<file path="config.mk">
export PLATFORM = sky130hd
export DESIGN_NAME = uart_frame_loader_flat
export DESIGN_NICKNAME = d
export VERILOG_FILES = /design/src/rtl/uart_frame_loader_if.sv /design/src/rtl/uart_frame_loader.sv /design/src/flat_wrapper.sv
export SDC_FILE = /design/constraint.sdc
export NUM_CORES = 1
export LEC_CHECK = 0
export CAP_MARGIN = 20
export CORE_MARGIN = 2
export CORE_UTILIZATION = 30
export CTS_BUF_LIST = sky130_fd_sc_hd__clkbuf_16
export CTS_CLUSTER_DIAMETER = 150
export DETAILED_ROUTE_END_ITERATION = 10
export GPL_ROUTABILITY_DRIVEN = 0
export PLACE_DENSITY_LB_ADDON = 0.15
export SLEW_MARGIN = 20
export SYNTH_ARGS = -nofsm -noshare
export SYNTH_HDL_FRONTEND = slang
export SYNTH_SLANG_ARGS = --single-unit
</file>
<file path="constraint.sdc">
create_clock -name clk -period 4.2 [get_ports clk]
set_clock_uncertainty 0.1 [all_clocks]
set_input_delay 0.42 -clock clk [delete_from_list [all_inputs] [get_ports clk]]
set_output_delay 0.42 -clock clk [all_outputs]
set_load 0.05 [all_outputs]
</file>
<file path="src/rtl/uart_frame_loader_if.sv">
// Byte-stream and RAM-write bundle for uart_frame_loader.
//   rx_data/rx_valid : received byte and its 1-cycle strobe (into loader)
//   rx_gate          : receiver enable back to the UART (out of loader)
//   wr_en/addr/data  : sample-RAM write port (out of loader)
interface uart_frame_loader_if #(
  parameter int ADDR_W = 15
);
  logic [7:0]        rx_data;
  logic              rx_valid;
  logic              rx_gate;
  logic              wr_en;
  logic [ADDR_W-1:0] wr_addr;
  logic [7:0]        wr_data;

  modport master (output rx_data, rx_valid, input rx_gate, wr_en, wr_addr, wr_data);
  modport slave  (input rx_data, rx_valid, output rx_gate, wr_en, wr_addr, wr_data);
endinterface

</file>
<file path="src/rtl/uart_frame_loader.sv">
// Hunts framed packets (HDR, len, payload, checksum) in the UART byte stream and
// writes payload bytes to consecutive sample-RAM addresses starting at fill.
// A frame is committed (fill += len) only when its mod-256 checksum matches;
// any error leaves fill untouched so the next frame overwrites the same area.
// Ports:
//   clk, rst_n   clock, async active-low reset
//   clr          sync clear: fill = 0, abort frame, err_code kept
//   bus          rx byte in, rx_gate out, RAM write port out
//   fill         committed byte count; full = (fill == DEPTH)
//   busy         frame decode in progress
//   frame_ok     1-cycle commit pulse; frame_err 1-cycle reject pulse
//   err_code     last error: 1 checksum, 2 timeout, 3 bad length/overflow
module uart_frame_loader #(
  parameter int         ADDR_W  = 15,
  parameter logic [7:0] HDR     = 8'hA5,
  parameter int         MAX_LEN = 255,
  parameter int         TIMEOUT = 520800
) (
  input  logic              clk,
  input  logic              rst_n,
  input  logic              clr,
  uart_frame_loader_if.slave bus,
  output logic [ADDR_W:0]   fill,
  output logic              full,
  output logic              busy,
  output logic              frame_ok,
  output logic              frame_err,
  output logic [1:0]        err_code
);
  localparam int DEPTH = 2**ADDR_W;
  localparam int TW    = $clog2(TIMEOUT + 1);

  typedef enum logic [2:0] {IDLE, LEN, DATA, CSUM, SKIP} state_t;

  state_t            state, state_nxt;
  logic [7:0]        len, len_nxt;
  logic [8:0]        cnt, cnt_nxt;     // bytes left in DATA or SKIP (SKIP can need 256)
  logic [ADDR_W-1:0] wptr, wptr_nxt;
  logic [7:0]        csum, csum_nxt;
  logic [TW-1:0]     tmr, tmr_nxt;
  logic [ADDR_W:0]   fill_nxt;
  logic [1:0]        err_nxt;
  logic              wr_en_q, wr_en_nxt;
  logic [ADDR_W-1:0] wr_addr_q, wr_addr_nxt;
  logic [7:0]        wr_data_q, wr_data_nxt;
  logic              ok_nxt, bad_nxt;
  logic [31:0]       need;

  assign full         = (fill == (ADDR_W+1)'(DEPTH));
  assign busy         = (state != IDLE);
  assign bus.rx_gate  = !full;
  assign bus.wr_en    = wr_en_q;
  assign bus.wr_addr  = wr_addr_q;
  assign bus.wr_data  = wr_data_q;
  // Room check done once at LEN so wptr never runs past DEPTH-1 inside DATA.
  assign need         = 32'(fill) + 32'(bus.rx_data);

  always_ff @(posedge clk or negedge rst_n) begin
    if (!rst_n) begin
      state     <= IDLE;
      len       <= '0;
      cnt       <= '0;
      wptr      <= '0;
      csum      <= '0;
      tmr       <= '0;
      fill      <= '0;
      err_code  <= '0;
      wr_en_q   <= 1'b0;
      wr_addr_q <= '0;
      wr_data_q <= '0;
      frame_ok  <= 1'b0;
      frame_err <= 1'b0;
    end else begin
      state     <= state_nxt;
      len       <= len_nxt;
      cnt       <= cnt_nxt;
      wptr      <= wptr_nxt;
      csum      <= csum_nxt;
      tmr       <= tmr_nxt;
      fill      <= fill_nxt;
      err_code  <= err_nxt;
      wr_en_q   <= wr_en_nxt;
      wr_addr_q <= wr_addr_nxt;
      wr_data_q <= wr_data_nxt;
      frame_ok  <= ok_nxt;
      frame_err <= bad_nxt;
    end
  end

  always_comb begin
    state_nxt   = state;
    len_nxt     = len;
    cnt_nxt     = cnt;
    wptr_nxt    = wptr;
    csum_nxt    = csum;
    tmr_nxt     = tmr;
    fill_nxt    = fill;
    err_nxt     = err_code;
    wr_en_nxt   = 1'b0;
    wr_addr_nxt = wr_addr_q;
    wr_data_nxt = wr_data_q;
    ok_nxt      = 1'b0;
    bad_nxt     = 1'b0;

    if (clr) begin
      state_nxt = IDLE;
      fill_nxt  = '0;
      tmr_nxt   = '0;
    end else if (bus.rx_valid) begin
      // A byte always wins over a coincident timeout expiry.
      tmr_nxt = '0;
      case (state)
        IDLE: if (bus.rx_data == HDR) state_nxt = LEN;
        LEN: begin
          if (bus.rx_data == 8'd0) begin
            bad_nxt   = 1'b1;
            err_nxt   = 2'd3;
            state_nxt = IDLE;
          end else if (int'(bus.rx_data) > MAX_LEN || need > 32'(DEPTH)) begin
            bad_nxt   = 1'b1;
            err_nxt   = 2'd3;
            cnt_nxt   = {1'b0, bus.rx_data} + 9'd1;   // payload + checksum
            state_nxt = SKIP;
          end else begin
            len_nxt   = bus.rx_data;
            cnt_nxt   = {1'b0, bus.rx_data};
            wptr_nxt  = fill[ADDR_W-1:0];
            csum_nxt  = '0;
            state_nxt = DATA;
          end
        end
        DATA: begin
          wr_en_nxt   = 1'b1;
          wr_addr_nxt = wptr;
          wr_data_nxt = bus.rx_data;
          wptr_nxt    = wptr + ADDR_W'(1);
          csum_nxt    = csum + bus.rx_data;
          cnt_nxt     = cnt - 9'd1;
          if (cnt == 9'd1) state_nxt = CSUM;
        end
        CSUM: begin
          if (bus.rx_data == csum) begin
            ok_nxt   = 1'b1;
            fill_nxt = fill + (ADDR_W+1)'(len);
          end else begin
            bad_nxt = 1'b1;
            err_nxt = 2'd1;
          end
          state_nxt = IDLE;
        end
        SKIP: begin
          cnt_nxt = cnt - 9'd1;
          if (cnt == 9'd1) state_nxt = IDLE;
        end
        default: state_nxt = IDLE;
      endcase
    end else if (state != IDLE) begin
      if (tmr == TW'(TIMEOUT)) begin
        tmr_nxt   = '0;
        state_nxt = IDLE;
        // An abandoned SKIP is not a new error; the length error was already flagged.
        if (state != SKIP) begin
          bad_nxt = 1'b1;
          err_nxt = 2'd2;
        end
      end else begin
        tmr_nxt = tmr + TW'(1);
      end
    end
  end
endmodule

</file>
<file path="src/flat_wrapper.sv">
// flat-port wrapper written by rule: the top's interface ports become plain ports
module uart_frame_loader_flat 
#(
  parameter int         ADDR_W  = 15,
  parameter logic [7:0] HDR     = 8'hA5,
  parameter int         MAX_LEN = 255,
  parameter int         TIMEOUT = 520800
)
  (clk, rst_n, clr, fill, full, busy, frame_ok, frame_err, err_code, bus_rx_data, bus_rx_valid, bus_rx_gate, bus_wr_en, bus_wr_addr, bus_wr_data);
  uart_frame_loader_if #(.ADDR_W(ADDR_W)) bus_i ();
  input  logic clk;
  input  logic rst_n;
  input  logic clr;
  output logic [ADDR_W:0] fill;
  output logic full;
  output logic busy;
  output logic frame_ok;
  output logic frame_err;
  output logic [1:0] err_code;
  input wire logic [$bits(bus_i.rx_data)-1:0] bus_rx_data;
  input wire logic [$bits(bus_i.rx_valid)-1:0] bus_rx_valid;
  output wire logic [$bits(bus_i.rx_gate)-1:0] bus_rx_gate;
  output wire logic [$bits(bus_i.wr_en)-1:0] bus_wr_en;
  output wire logic [$bits(bus_i.wr_addr)-1:0] bus_wr_addr;
  output wire logic [$bits(bus_i.wr_data)-1:0] bus_wr_data;
  assign bus_i.rx_data = bus_rx_data;
  assign bus_i.rx_valid = bus_rx_valid;
  assign bus_rx_gate = bus_i.rx_gate;
  assign bus_wr_en = bus_i.wr_en;
  assign bus_wr_addr = bus_i.wr_addr;
  assign bus_wr_data = bus_i.wr_data;
  uart_frame_loader #(.ADDR_W(ADDR_W), .HDR(HDR), .MAX_LEN(MAX_LEN), .TIMEOUT(TIMEOUT)) u_core (.clk(clk), .rst_n(rst_n), .clr(clr), .bus(bus_i), .fill(fill), .full(full), .busy(busy), .frame_ok(frame_ok), .frame_err(frame_err), .err_code(err_code));
endmodule
</file>
==> out/metrics.csv <==
stage,metric,value,unit
run_status,status,finished clean,
timing,finalMaxSlewViolations,0,
route,drt-wirelength-per-cell,17.7,um
route,vias,5769,
route,drt_iter0_markers,342,
cells_and_area,final_common_cell,nand2_1,
worst_setup_path,crit_family,compound AO/OA/AOI/OAI gates,
global_routing,grt_pass1_wl,31.2,mm
worst_setup_path,worstPathCellList,clkdlybuf4s50_1 -> ha_1 -> fa_1 -> a211oi_1 -> o211ai_1 -> o21ai_2 -> nor4b_1 -> o2111ai_1 -> nor4_4 -> o21ai_2 -> nand2_1 -> o221a_2,
power,peakVddDrop,0.290,mV
worst_setup_path,max_stage_delay,430,ps
floorplanning,coreArea,21200,sq um
synth,synth_ff_type,dfrtp_1,
cells_and_area,final_core_util,0.366,
timing,min_period,3710,ps
synth,ys_seq_area_frac,0.408,
placement,dp.cells,1066,
route,antenna_left,0,
timing,tightest_slew,909,ps
timing,timing.final.crit_share,0.884,
job,max_cap_viol_count,0,
timing,relSlewSlack,0.393,
worst_setup_path,worst_setup_path_start_kind,primary input,
worst_setup_path,crit_buf_inv,1,
clock_tree,clk_latency,360,ps
worst_setup_path,crit_type,primary input to flop,
worst_setup_path,critPathRequiredTime,4340,ps
clock_tree,numCtsBuffers,9,
timing,setup_tns,0,ps
placement,hpwl,14.0,mm
worst_setup_path,critical_path_arrival,3860,ps
global_routing,grt_max_degree,51,
synth,synthArstFlopShare,1.00,
synth,syn_nets,791,
floorplanning,die-area,22900,sq um
timing,holdWs,18.4,ps
floorplanning,io_pins,59,
timing,fmax,0.269,GHz
placement,portBuffers,58,
power,powerDensity,499,nW/um^2
clock_tree,clock_sinks,106,
worst_setup_path,worstSetupEndpointType,flop,
cells_and_area,fin_nets,848,
route,viasPerCell,5.34,
floorplanning,placementRows,53,
clock_tree,cts.path.max_buffers,2,
synth,synth_top_area_share,0.408,
global_routing,grt_usage,0.175,
synth,netlist_instances,745,
worst_setup_path,worstPathMaxFanout,11,
clock_tree,cts-resized-gates,0,
synth,yosys.cell_types.count,67,
synth,synth_area,6500,sq um
cells_and_area,final_cell_mix,"116 x nand2_1, 106 x dfrtp_1, 72 x nor2_1",
worst_setup_path,path_common_cell,o21ai_2,
synth,yosys.area.top_type,dfrtp_1,
clock_tree,cts_hold_buf,0,
cells_and_area,final_area,7730,sq um
cells_and_area,drive_gt1_frac,0.0844,
route,drc,0,
clock_tree,htreeDepth,3,
worst_setup_path,critical_path.slowest_cell,clkdlybuf4s50_1,
route,drtPass1Iterations,5,
floorplanning,dieWidth,151,um
synth,syn_avg_cell_area,8.73,sq um
global_routing,antenna_found_initial,0,
clock_tree,cts_setup_buffers,0,
floorplanning,die_y,151,um
placement,placed_cell_area,7440,sq um
synth,yosys_warnings,0,
synth,synth_seq_cells,106,
route,routed_wl,19.2,mm
synth,synth_edf_count,0,
power,leakage,3.38,nW
cells_and_area,n_antenna_cell,0,
worst_hold_path,worstHoldPathType,primary input to async pin,
clock_tree,cts_tree,yes,
global_routing,globalRouteOverflowTotal,0,
clock_tree,clk_pin_slew_worst_paths,80,ps
clock_tree,cts_root_buffer,clkbuf_16,
timing,setup_violations,0,
timing,rsz0062_at_grt,no,
cells_and_area,area_growth,18.9,%
floorplanning,initial_utilization,0.308,
timing,hold_viol,0,
synth,synth_area_leaders,"dfrtp_1 41%, nand2_1 6.7%, ha_1 6.0%",
global_routing,grt_pass1_vias,5794,
cells_and_area,fin_cells,1081,
per-stage QoR:
step	setup slack, ps	power [mW]
3_3_place_gp	254	2.98
2_1_floorplan	648	2.53
6_report	487	3.86
5_1_grt	252	4.12
4_1_cts	525	3.90
3_5_place_dp	152	3.01
layout make-up:
class | count | area (sq um)
clock buffer | 9 | 225
clock inverter | 6 | 65.1
fill | 2155 | 13400
inverter | 22 | 82.6
multi-input combinational | 581 | 3610
sequential | 106 | 2650
tap | 275 | 344
timing repair buffer | 82 | 758
report_power, final:
| group | switching [mW] | total, mW | internal [mW] |
|---|---|---|---|
| combinational | 0.873 | 1.43 | 0.560 |
| sequential | 0.270 | 1.57 | 1.30 |
| clock | 0.400 | 0.863 | 0.462 |
path summary, 6_finish.rpt:
path                            depth (start not counted)                    end                   from  slack [ps]
worst max-delay path                                   12         u_core.wptr[2]         bus_rx_data[0]         490
worst min-delay path                                    1        u_core.fill[12]                  rst_n          20
worst max register to register                         11         u_core.wptr[2]         u_core.fill[0]         600
worst min register to register                          2  u_core.bus.wr_data[5]  u_core.bus.wr_data[5]         380
max in group asynchronous                               2         u_core.csum[4]                  rst_n        3070
min in group clk                                        2  u_core.bus.wr_data[5]  u_core.bus.wr_data[5]         380
cells by family (layout without fill, tap and decap cells):
group                    after synthesis  in the layout  synth area share
AO/OA/AOI/OAI                        177            177             0.182
multiplexers                          11             11            0.0181
AND/OR/NAND/NOR                      319            319             0.231
flip-flops                           106            106             0.408
XOR/XNOR                              40             40            0.0539
adder cells (fa/ha/maj)               34             34            0.0689
buffers and inverters                 58            119            0.0379
registers in the layout, indices dropped and copies added (netlist names), 2 cells and up:
register / cells
u_core.tmr: 19
u_core.state: 3
u_core.wptr: 15
u_core.fill: 16
u_core.cnt: 9
u_core.csum: 8
u_core.err_code: 2
u_core.bus.wr_addr: 15
u_core.len: 8
u_core.bus.wr_data: 8
synthesized netlist by cell type (6+ instances only):
| cell type | n |
|---|---|
| nand2_1 | 116 |
| dfrtp_1 | 106 |
| nor2_1 | 72 |
| o21ai_0 | 50 |
| a21oi_1 | 37 |
| ha_1 | 31 |
| nand3_1 | 30 |
| clkbuf_1 | 24 |
| xnor2_1 | 24 |
| nor3_1 | 22 |
| inv_1 | 21 |
| and3_1 | 19 |
| nand4_1 | 16 |
| xor2_1 | 16 |
| nor4_1 | 12 |
| a21o_1 | 11 |
| a22o_1 | 9 |
| o211ai_1 | 9 |
| o221a_2 | 8 |
| a31oi_1 | 7 |
| a211oi_1 | 6 |
| mux2_2 | 6 |
metal layers:
layer / track usage / share of wire / routed length [um]
met1: 0.228 / 0.46 / 8820
met2: 0.298 / 0.48 / 9300
met3: 0.0346 / 0.036 / 696
met4: 0.0453 / 0.018 / 354
met5: 0 / 0 / 0
(Power assumes the default switching activity.)
==> edit, RTL diff (same settings) <==
Encoding of `state_t`: now one-hot (5 bits for 5 states).
--- a/src/rtl/uart_frame_loader.sv
+++ b/src/rtl/uart_frame_loader.sv
@@ -32,3 +32,3 @@
 
-  typedef enum logic [2:0] {IDLE, LEN, DATA, CSUM, SKIP} state_t;
+  typedef enum logic [4:0] {IDLE = 5'b00001, LEN = 5'b00010, DATA = 5'b00100, CSUM = 5'b01000, SKIP = 5'b10000} state_t;
 
Function: no difference found for any inputs over 4 cycles, from zero or initial values and one cycle with rst_n low; so few cycles prove little.
==> edit against the unedited design <==
Critical endpoint is now u_core.csum[5]$_DFFE_PN0P_. Worst setup slack better by 0.12 ns. Routed wire length rose by 5.2%. Area after synthesis grew 4.7%. Sequential cell count grew 2. Design area grew 3.2%. Synthesized cell count up 2.6%. Global-route usage is 0.19 points lower. Final cell count up 1.9%.
Power is not compared: it rests on default switching activity, and its combinational part moved more than twofold at a synthesized area within 25%.
==> edit: results (changes against the unedited design) <==
[metrics] run status: completed
[metrics] Netlist cell types: 77 (+15%)
[metrics] pre-CTS WS: 0.222 ns (+0.0697 ns)
[metrics] number of nets in the finished design: 857 (+1.1%)
[metrics] number of cells after detailed placement: 1085 (+1.8%)
[metrics] most common library cells after synthesis: sky130_fd_sc_hd__dfrtp_1 (107), sky130_fd_sc_hd__nand2_1 (105), sky130_fd_sc_hd__nor2_1 (64), sky130_fd_sc_hd__o21ai_0 (43), sky130_fd_sc_hd__a21oi_1 (41)
[metrics] Synth Net Count: 810 (+2.4%)
[metrics] Pre-antenna DRT Iters: 5 (unchanged)
[metrics] clock network fraction of total power: 0.401
[metrics] power attributed to combinational cells: 0.167 mW
[metrics] Placed Instance Area: 0.00771 mm2 (+3.6%)
[metrics] Fin Hold WS: 0.105 ns (+0.0870 ns)
[metrics] area share of xor/xnor cells in the synthesized design: 0.0399 (-0.0140)
[metrics] Clock Tree Root: sky130_fd_sc_hd__clkbuf_16
[metrics] mux contribution to synthesized area: 0.0382 (+0.0201)
[metrics] FF-to-FF path depth: 10 (-1)
[metrics] kind of cell adding the most delay to the critical path: compound AO/OA/AOI/OAI gates
[metrics] Worst Setup EP: u_core.csum[5]$_DFFE_PN0P_
[metrics] final wirelength: 20.2 mm (+5.2%)
[metrics] post-synthesis instance total: 764 (+2.6%)
[metrics] top area cells in the synthesized netlist: sky130_fd_sc_hd__dfrtp_1 (39%), sky130_fd_sc_hd__nand2_1 (5.8%), sky130_fd_sc_hd__ha_1 (5.7%)
[metrics] aggregate negative setup slack: 0 ns (unchanged)
[metrics] maximum operating frequency: 278 MHz (+3.4%)
[metrics] transition at the pin with the smallest max-transition slack: 0.965 ns (+0.0561 ns)
[metrics] combinational share of power: 0.082
[metrics] worst-case register-to-register setup slack: 0.74 ns (+0.14 ns)
[metrics] DR iter-0 viols: 375 (+9.6%)
[metrics] largest net degree at the start of global routing: 67 (+31%)
[metrics] sum of net half-perimeters after detailed placement: 14.3 mm (+2.4%)
[metrics] global-route wire length before repair: 32.5 mm (+4.4%)
[metrics] Num CTS Buffers: 9 (unchanged)
[metrics] sequential cell area fraction in the yosys report: 0.397 (-0.0107)
[metrics] via count of the first global-routing pass: 5650 (-2.5%)
[metrics] top fanout value on the critical path: 10 (-1)
[metrics] yosys warns: 0 (unchanged)
[metrics] routed vias: 5815 (+0.80%)
[metrics] average vias per placed instance: 5.28 (-1.0%)
[metrics] reported leakage power: 3.46 nW
[metrics] H-tree depth reported by CTS: 3 (unchanged)
[metrics] arrival time reported for the critical path endpoint: 3.74 ns (-0.12 ns)
[metrics] classification of the worst-slack hold path: input port to asynchronous set/reset pin
[metrics] Tot GR Track Use: 0.173 (-0.00192)
[metrics] maximum cell stage delay along the critical path: 0.50 ns (+0.07 ns)
[metrics] share of layout cells above drive strength 1: 0.0882 (+0.00387)
[metrics] adder-cell share of the synthesized area: 0.0658 (-0.00309)
[metrics] synthesized-area fraction occupied by ao, oa, aoi and oai cells: 0.200 (+0.0176)
[metrics] startpoint of the most critical register-to-register path: u_core.fill[1]$_DFFE_PN0P_
==> edit: cell families (layout without fill, tap and decap cells) <==
logic type               Yosys count  count (layout)
AND/OR/NAND/NOR                  303             303
adder cells (fa/ha/maj)           34              34
multiplexers                      24              24
XOR/XNOR                          31              31
flip-flops                       108             108
buffers and inverters             68             120
AO/OA/AOI/OAI                    196             196
==> edit: metal layers <==
metal,track usage,share of wire,vias up
li1,-,-,2868
met2,0.278,0.46,97
met1,0.247,0.50,2838
met3,0.0342,0.034,12
met5,0,0,-
met4,0.0278,0.0073,0
==> edit: area by class of cell <==
class / instances / area, um2
Clock buffer: 9 / 225
Timing Repair Buffer: 79 / 736
Fill cell: 2335 / 14500
Multi-Input combinational cell: 588 / 3820
Sequential cell: 108 / 2700
Inverter: 25 / 93.8
Clock inverter: 7 / 43.8
Tap cell: 285 / 357
